[src/rtl/button_conditioner.sv]
// Push-button conditioner: per-channel 2-FF synchroniser, debounce, left/right
// conflict suppression and a one-cycle move pulse with hold-to-repeat.
module button_conditioner #(
    parameter int DEBOUNCE_CYCLES = 250000,
    parameter int REPEAT_DELAY    = 12500000,
    parameter int REPEAT_PERIOD   = 2500000,
    parameter int CNT_W           = 24
) (
    input  logic clk,
    input  logic reset,
    input  logic enable,
    input  logic left_raw,
    input  logic right_raw,
    output logic left,
    output logic right,
    output logic left_level,
    output logic right_level,
    output logic conflict
);

    // Per-channel repeat FSM state; r_state[0] is left, r_state[1] is right.
    typedef enum logic [1:0] {
        IDLE   = 2'd0,
        FIRST  = 2'd1,
        REPEAT = 2'd2
    } state_t;

    localparam logic [CNT_W-1:0] DB_LAST   = CNT_W'(DEBOUNCE_CYCLES - 1);
    localparam logic [CNT_W-1:0] RD_LOAD   = CNT_W'(REPEAT_DELAY);
    localparam logic [CNT_W-1:0] RP_LOAD   = CNT_W'(REPEAT_PERIOD);
    localparam logic [CNT_W-1:0] CNT_ONE   = CNT_W'(1);

    logic [1:0]       w_raw;
    logic [1:0]       r_sync1;
    logic [1:0]       r_sync2;
    logic [1:0]       r_level;
    logic [1:0]       w_level_next;
    logic [CNT_W-1:0] r_db_cnt [2];
    logic [CNT_W-1:0] w_db_cnt_next [2];
    logic             r_conflict;

    logic [1:0]       w_act;
    logic [1:0]       r_act_prev;
    state_t           r_state [2];
    state_t           w_state_next [2];
    logic [CNT_W-1:0] r_rep_cnt [2];
    logic [CNT_W-1:0] w_rep_cnt_next [2];
    logic [1:0]       r_pulse;
    logic [1:0]       w_pulse_next;

    assign w_raw = {right_raw, left_raw};

    always_ff @(posedge clk or posedge reset) begin
        if (reset) begin
            r_sync1 <= '0;
            r_sync2 <= '0;
        end else begin
            r_sync1 <= w_raw;
            r_sync2 <= r_sync1;
        end
    end

    // The counter only survives while the synchronised input disagrees with
    // the level; any agreeing cycle restarts the qualification window.
    always_comb begin
        for (int i = 0; i < 2; i++) begin
            w_level_next[i]  = r_level[i];
            w_db_cnt_next[i] = '0;
            if (r_sync2[i] != r_level[i]) begin
                if (r_db_cnt[i] == DB_LAST) begin
                    w_level_next[i] = r_sync2[i];
                end else begin
                    w_db_cnt_next[i] = r_db_cnt[i] + CNT_ONE;
                end
            end
        end
    end

    always_ff @(posedge clk or posedge reset) begin
        if (reset) begin
            r_level    <= '0;
            r_conflict <= 1'b0;
            for (int i = 0; i < 2; i++) begin
                r_db_cnt[i] <= '0;
            end
        end else begin
            r_level    <= w_level_next;
            r_conflict <= w_level_next[0] & w_level_next[1];
            for (int i = 0; i < 2; i++) begin
                r_db_cnt[i] <= w_db_cnt_next[i];
            end
        end
    end

    // A channel is active only when it is the sole key held and play is on.
    assign w_act[0] = r_level[0] & ~r_level[1] & enable;
    assign w_act[1] = r_level[1] & ~r_level[0] & enable;

    always_comb begin
        for (int i = 0; i < 2; i++) begin
            w_state_next[i]   = r_state[i];
            w_rep_cnt_next[i] = r_rep_cnt[i];
            w_pulse_next[i]   = 1'b0;
            if (!w_act[i]) begin
                w_state_next[i]   = IDLE;
                w_rep_cnt_next[i] = '0;
            end else begin
                case (r_state[i])
                    IDLE: begin
                        if (!r_act_prev[i]) begin
                            w_pulse_next[i]   = 1'b1;
                            w_rep_cnt_next[i] = RD_LOAD;
                            w_state_next[i]   = FIRST;
                        end
                    end
                    FIRST, REPEAT: begin
                        if (r_rep_cnt[i] == CNT_ONE) begin
                            w_pulse_next[i]   = 1'b1;
                            w_rep_cnt_next[i] = RP_LOAD;
                            w_state_next[i]   = REPEAT;
                        end else begin
                            w_rep_cnt_next[i] = r_rep_cnt[i] - CNT_ONE;
                        end
                    end
                    default: begin
                        w_state_next[i]   = IDLE;
                        w_rep_cnt_next[i] = '0;
                    end
                endcase
            end
        end
    end

    always_ff @(posedge clk or posedge reset) begin
        if (reset) begin
            r_act_prev <= '0;
            r_pulse    <= '0;
            for (int i = 0; i < 2; i++) begin
                r_state[i]   <= IDLE;
                r_rep_cnt[i] <= '0;
            end
        end else begin
            r_act_prev <= w_act;
            r_pulse    <= w_pulse_next;
            for (int i = 0; i < 2; i++) begin
                r_state[i]   <= w_state_next[i];
                r_rep_cnt[i] <= w_rep_cnt_next[i];
            end
        end
    end

    // Gating with enable kills a pulse registered just before play stopped.
    assign left        = r_pulse[0] & enable;
    assign right       = r_pulse[1] & enable;
    assign left_level  = r_level[0];
    assign right_level = r_level[1];
    assign conflict    = r_conflict;

endmodule
[config.mk]
export PLATFORM = sky130hd
export DESIGN_NAME = button_conditioner
export DESIGN_NICKNAME = d
export VERILOG_FILES = /design/src/rtl/button_conditioner.sv
export SDC_FILE = /design/constraint.sdc
export NUM_CORES = 1
export LEC_CHECK = 0
export CAP_MARGIN = 20
export CELL_PAD_IN_SITES_DETAIL_PLACEMENT = 1
export CELL_PAD_IN_SITES_GLOBAL_PLACEMENT = 2
export CORE_MARGIN = 2
export CORE_UTILIZATION = 36
export CTS_BUF_LIST = sky130_fd_sc_hd__clkbuf_16
export DETAILED_ROUTE_END_ITERATION = 16
export MAX_ROUTING_LAYER = met4
export PLACE_DENSITY_LB_ADDON = 0.1
export SLEW_MARGIN = 20
export SYNTH_ARGS = -nofsm -noshare
export SYNTH_HDL_FRONTEND = slang
export SYNTH_SLANG_ARGS = --single-unit
[constraint.sdc]
create_clock -name clk -period 3.7 [get_ports clk]
set_clock_uncertainty 0.2 [all_clocks]
set_input_delay 0.74 -clock clk [delete_from_list [all_inputs] [get_ports clk]]
set_output_delay 0.74 -clock clk [all_outputs]
set_load 0.02 [all_outputs]
Word level (Yosys, flattened, before mapping):

Cells that the tools add are included.

* add/sub/neg operators: 4
* $mul: 0
* divide/modulo/power cells: 0
* order comparisons: 0
* equal/unequal tests: 14
* shift operators: 0
* mux-type cells: 32
* bitwise gates (word level): 9
* reduce and logical (&&, ||, !) cells: 6

Operators with widths (number)
* 24-bit two-way mux: 10
* 24-bit one-hot mux with 2 select lines: 2
* 24-bit by 1-bit adder with 24-bit output (second input constant): 2
* 24-bit by 1-bit equality test with 1-bit output (second input constant): 2
* 24-bit by 18-bit equality test with 1-bit output (second input constant): 2
* 24-bit by 1-bit subtractor with 24-bit output (second input constant): 2
* 2-bit two-way mux: 6
* 3-bit != test (second input constant): 4
* 1-bit two-way mux: 10
* 2-bit one-hot mux with 2 select lines: 2
* 1-bit bitwise AND: 7
* 2-bit by 1-bit equality test with 1-bit output (second input constant): 2
* 2-bit equality test (second input constant): 2
* 2-bit zero test: 2
* 1-bit one-hot mux with 2 select lines: 2
* 2-bit AND reduction: 2
* 2-bit OR reduction: 2
* 1-bit != test: 2
* 1-bit inverter: 2

* register bits: 111
* latch bits: 0
* RAM bits: 0
* ROM bits: 0
* bits of input ports: 5
* output and inout bits: 5
* logic and storage cells: 77
* memories: 0

Logic depth before layout (Yosys ltp):

* depth after elaboration: 5
* depth in mapped cells: 8
* gate-level depth less buffers: 7

Worst setup path before layout:

OpenSTA, ideal clock, no wires.

* path kind: input to register
* from: input port enable
* to: register r_rep_cnt[33] (netlist name)
* library setup time: 0.082 ns
* arrival time: 2.121 ns
* data required time: 3.418 ns
* slack: 1.297 ns
* cell stages on the path: 6
* buffers on the path: 1
* path through: nand4b_1 > or2_2 > clkbuf_1 > a21oi_1 > o21ai_0 > a31oi_1

* longest elaborated chain between the ends: 2
* elaborated cells between the ends (all ways): 3
* classes of those cells: eq/ne (1); mux (1); bitwise (1)

RTL lines
* from (decl): line 11 `input logic enable,`
* 1-bit bitwise AND *: line 96 `assign w_act[0] = r_level[0] & ~r_level[1] & enable;`
* 3-bit != test (no source line) or 24-bit two-way mux (tied branches)
* to (signal, indexed assignment): line 147 `r_rep_cnt[i] <= w_rep_cnt_next[i];`
* to (decl): line 46 `logic [CNT_W-1:0] r_rep_cnt [2];`

Mark *: on every way between the ends. The rest lies on a longest branch, timed or not.
A chain may end at the register's enable or synchronous reset.

Final worst setup path:

* from: input port enable
* to: output port right

* longest elaborated chain between the ends: 1

RTL lines
* 1-bit bitwise AND: line 154 `assign right = r_pulse[1] & enable;`
* to (decl): line 15 `output logic right,`

No other way between the ends.

==> summary.txt <==
Critical path
  • Cell Chain, Critical Path: clkdlybuf4s50_1 > and2_1 > clkdlybuf4s50_1
  • Critical Path Source Type: primary input
  • Critical Path Sink Type: output port
  • Crit path max fanout: 5
  • Cell family with most CP delay: buffers and inverters
  • Critical path arrival: ~2200 ps
  • Register-to-Register Path Depth: 5
  • Reg-to-Reg End: r_rep_cnt[20]
  • Critical R2R Launch: r_rep_cnt[5]
  • WP data required: around 2800 ps
  • Crit-path max cell delay: between 600 and 700 ps
  • CP most frequent cell: clkdlybuf4s50_1
  • Crit path max-delay cell type: clkdlybuf4s50_1
  • FF-to-FF setup slack: ~640 ps
  • CP bufs+invs: 2
  • Setup CP Type: in2out

Routing
  • # DRC: 0
  • Vias/cell: approximately 5.6
  • Drt initial violations: around 240
  • ANT nets after route: 0
  • Via count: roughly 4,800
  • Wirelength, routed: 15,590 um
  • First-pass DRT Iterations: 4
  • DR WL/cell: 18.07 um

Global routing
  • Met2 Track Usage GR: about a third
  • Vias in the first global route: approximately 5,000
  • Initial antenna violation count: 0
  • Grt peak-use layer: met2
  • Gr usage total: between 10% and 20%
  • First-pass GRT wire length: roughly 27,000 um
  • Pin count of the biggest net entering global routing: 61
  • Overflow after GRT: 0
  • Met3 GRT Util: approximately 3%
  • Met1 usage: 25.05%

Synth
  • Mux contribution to synthesized area: 0.5709%
  • XOR/XNOR Fraction of Synth Area: 7.105%
  • Dominant cells by area after synthesis: dfrtp_1 47%, nor2_1 5.7%, xor2_1 4.3%
  • Syn_nets: 650
  • Synth Area per Inst: roughly 9.3 um^2
  • Register area share after synthesis: between 40 and 50%
  • Fraction of registers with async set/reset: 100.0%
  • Post-Synthesis Cell Area: 5917 um^2
  • Synth warn: 0
  • Synth Area in Compound Gates: approximately 14%
  • Synth top area share: between 40 and 50%
  • Post-synthesis cell count: 634
  • Post-synth cell types: 60
  • EDFF count, synth: 0
  • Adder-cell share of the synthesized area: 2.326%
  • Flops & latches, synth: 111
  • Largest family of logic cells by synthesized area: simple AND/OR/NAND/NOR gates
  • Most used DFF post-synth: dfrtp_1
  • Post-Synth Simple-Gate Area: between 20% and 30%
  • Post-synth top area cell: dfrtp_1

Clock tree
  • Sink Count: 111
  • Postcts setup bufs: 0
  • Total CTS buffers: 9
  • Clk slew on worst S/H paths: 70 ps
  • Clock tree buffer depth: 2
  • Htree depth: 3
  • CTS tree: built
  • Clock Root Buffer: clkbuf_16
  • # hold bufs at CTS: 0
  • Worst-Skew Late Latency: between 300 and 400 ps
  • CTS resizes: 0

Layout
  • Most frequent cells in the layout: 111 x dfrtp_1, 90 x nor2_1, 37 x nand2_1, 36 x a21oi_1
  • Most common cell after layout, fill and taps aside: dfrtp_1
  • Area Growth Syn to Fin: 11.10%
  • Antenna diode count: 0
  • Filler cells: between 1,500 and 2,000
  • Layout Nets: between 600 and 700
  • Fin util: 41.09%
  • Layout cells sized above 1: under 10%

STA
  • Final period util: between 80% and 90%
  • Fin Hold WS: between 150 and 200 ps
  • PnR worst setup slack: just under 600 ps
  • Final setup fails: 0
  • Worst rel slew slack: between 40% and 50%
  • Hold Fails Final Rpt: 0
  • Slew Limit Fails: 0
  • RSZ-0062 raised after global routing: no
  • Worst slew pin tran: roughly 900 ps
  • Final setup TNS: 0 ps
  • Fmax achieved: between 300 and 400 MHz
  • Fin crit period: 3110 ps

Floorplanning
  • Core Box Area: between 15,000 and 20,000 um^2
  • Die ar.: 17,480 um^2
  • Initial core utilization: around 37%
  • DIE WIDTH: 132.2 um
  • Top-Level Pins: 10
  • Die Height: ~130 um
  • Row cnt: between 40 and 50

Power
  • Total power: approximately 2.2 mW
  • Power Density: around 340 nW/um^2
  • Lkg Pwr: a little under 3 nW
  • Maximum vdd drop: roughly 0.21 mV

Flow run
  • MaxCap Viol Count: 0

Placed design
  • Place WS: around 580 ps
  • I/O Buffers: 9
  • Routability cong.: 0.7519
  • Detailed Place HPWL: about 11,000 um

Hold path
  • WHS Endpoint: r_sync2[1]
  • Hold Startpoint: r_sync1[1]
  • Hold depth: 0
  • HP Class: reg2reg

Outcome
  • Status: completed
## synth_stat cells (3+ instances only)
cell type  count
dfrtp_1      111
nor2_1        90
nand2_1       37
a21oi_1       36
nand3_1       29
xor2_1        29
o21ai_0       27
nor3_1        22
nand4_1       21
nor4_1        21
inv_1         19
xnor2_1       19
clkbuf_1      18
a31oi_1       12
and2_1        11
ha_1          11
and4_1         9
or4_1          9
o31ai_1        7
and3_1         6
nand2b_1       6
a221o_1        5
a22o_1         5
or2_2          5
a21o_1         4
nand3b_1       4
nand4b_1       4
nor3b_1        4
a211oi_1       3
buf_2          3
mux2_2         3
o311ai_0       3
or3_1          3
## worst reg2reg max path: cells and delay by family, from the launching register on
kind / cells / cell delay [ps]
AOI/OAI and AO/OA: 2 / 980
and+or+nand+nor: 3 / 1320
DFF: 1 / 450
## state kept, by name, summed over array words and instances, names as in the netlist, 2 cells and up
name	flops
r_act_prev	2
r_db_cnt	48
r_level	2
r_pulse	2
r_rep_cnt	48
r_state	4
r_sync1	2
r_sync2	2
## report_power, final
group	internal (mW)	switching, mW
registers	1.22	0.00638
clock network	0.467	0.502
logic	0.0147	0.0387
## layout make-up
type                            count  area (um^2)  share of cell area (%)
Sequential cell                   111         2778                   42.25
Timing Repair Buffer               20        197.7                   3.007
Tap cell                          216        270.3                   4.111
Clock buffer                        9        225.2                   3.426
Inverter                           19        75.07                   1.142
Clock inverter                      7        53.80                  0.8184
Multi-Input combinational cell    481         2974                   45.24
## metrics by stage
stage / cells / instance area [um^2]
finish: 863 / 6574
global route: 863 / 6574
CTS: 863 / 6574
detailed placement: 847 / 6295
global placement: 847 / 6295
floorplan: 634 / 5921
## per-layer routing
layer | wire length [um] | vias up
met4 | 200 | 0
met2 | 7582 | 54
met5 | 0 | -
met1 | 7447 | 2438
met3 | 364 | 16
li1 | - | 2326
## kinds of logic after synthesis
kind of cell | count (synthesis)
AO/OA/AOI/OAI | 125
XOR/XNOR | 48
adder cells (fa/ha/maj) | 11
buffers and inverters | 42
flip-flops | 111
multiplexers | 3
AND/OR/NAND/NOR | 294
## how the worst max path moves through the flow
stage | slack (ps) | endpoint | cells after the start | from
3_3_place_gp | 580 | right | 3 | enable
3_5_place_dp | 580 | r_rep_cnt[16] | 6 | enable
2_1_floorplan | 1300 | r_rep_cnt[33] | 6 | enable
4_1_cts | 590 | right | 3 | enable
6_report | 590 | right | 3 | enable
5_1_grt | 440 | r_rep_cnt[20] | 5 | r_rep_cnt[5]
Power figures use the tool's default switching activity.
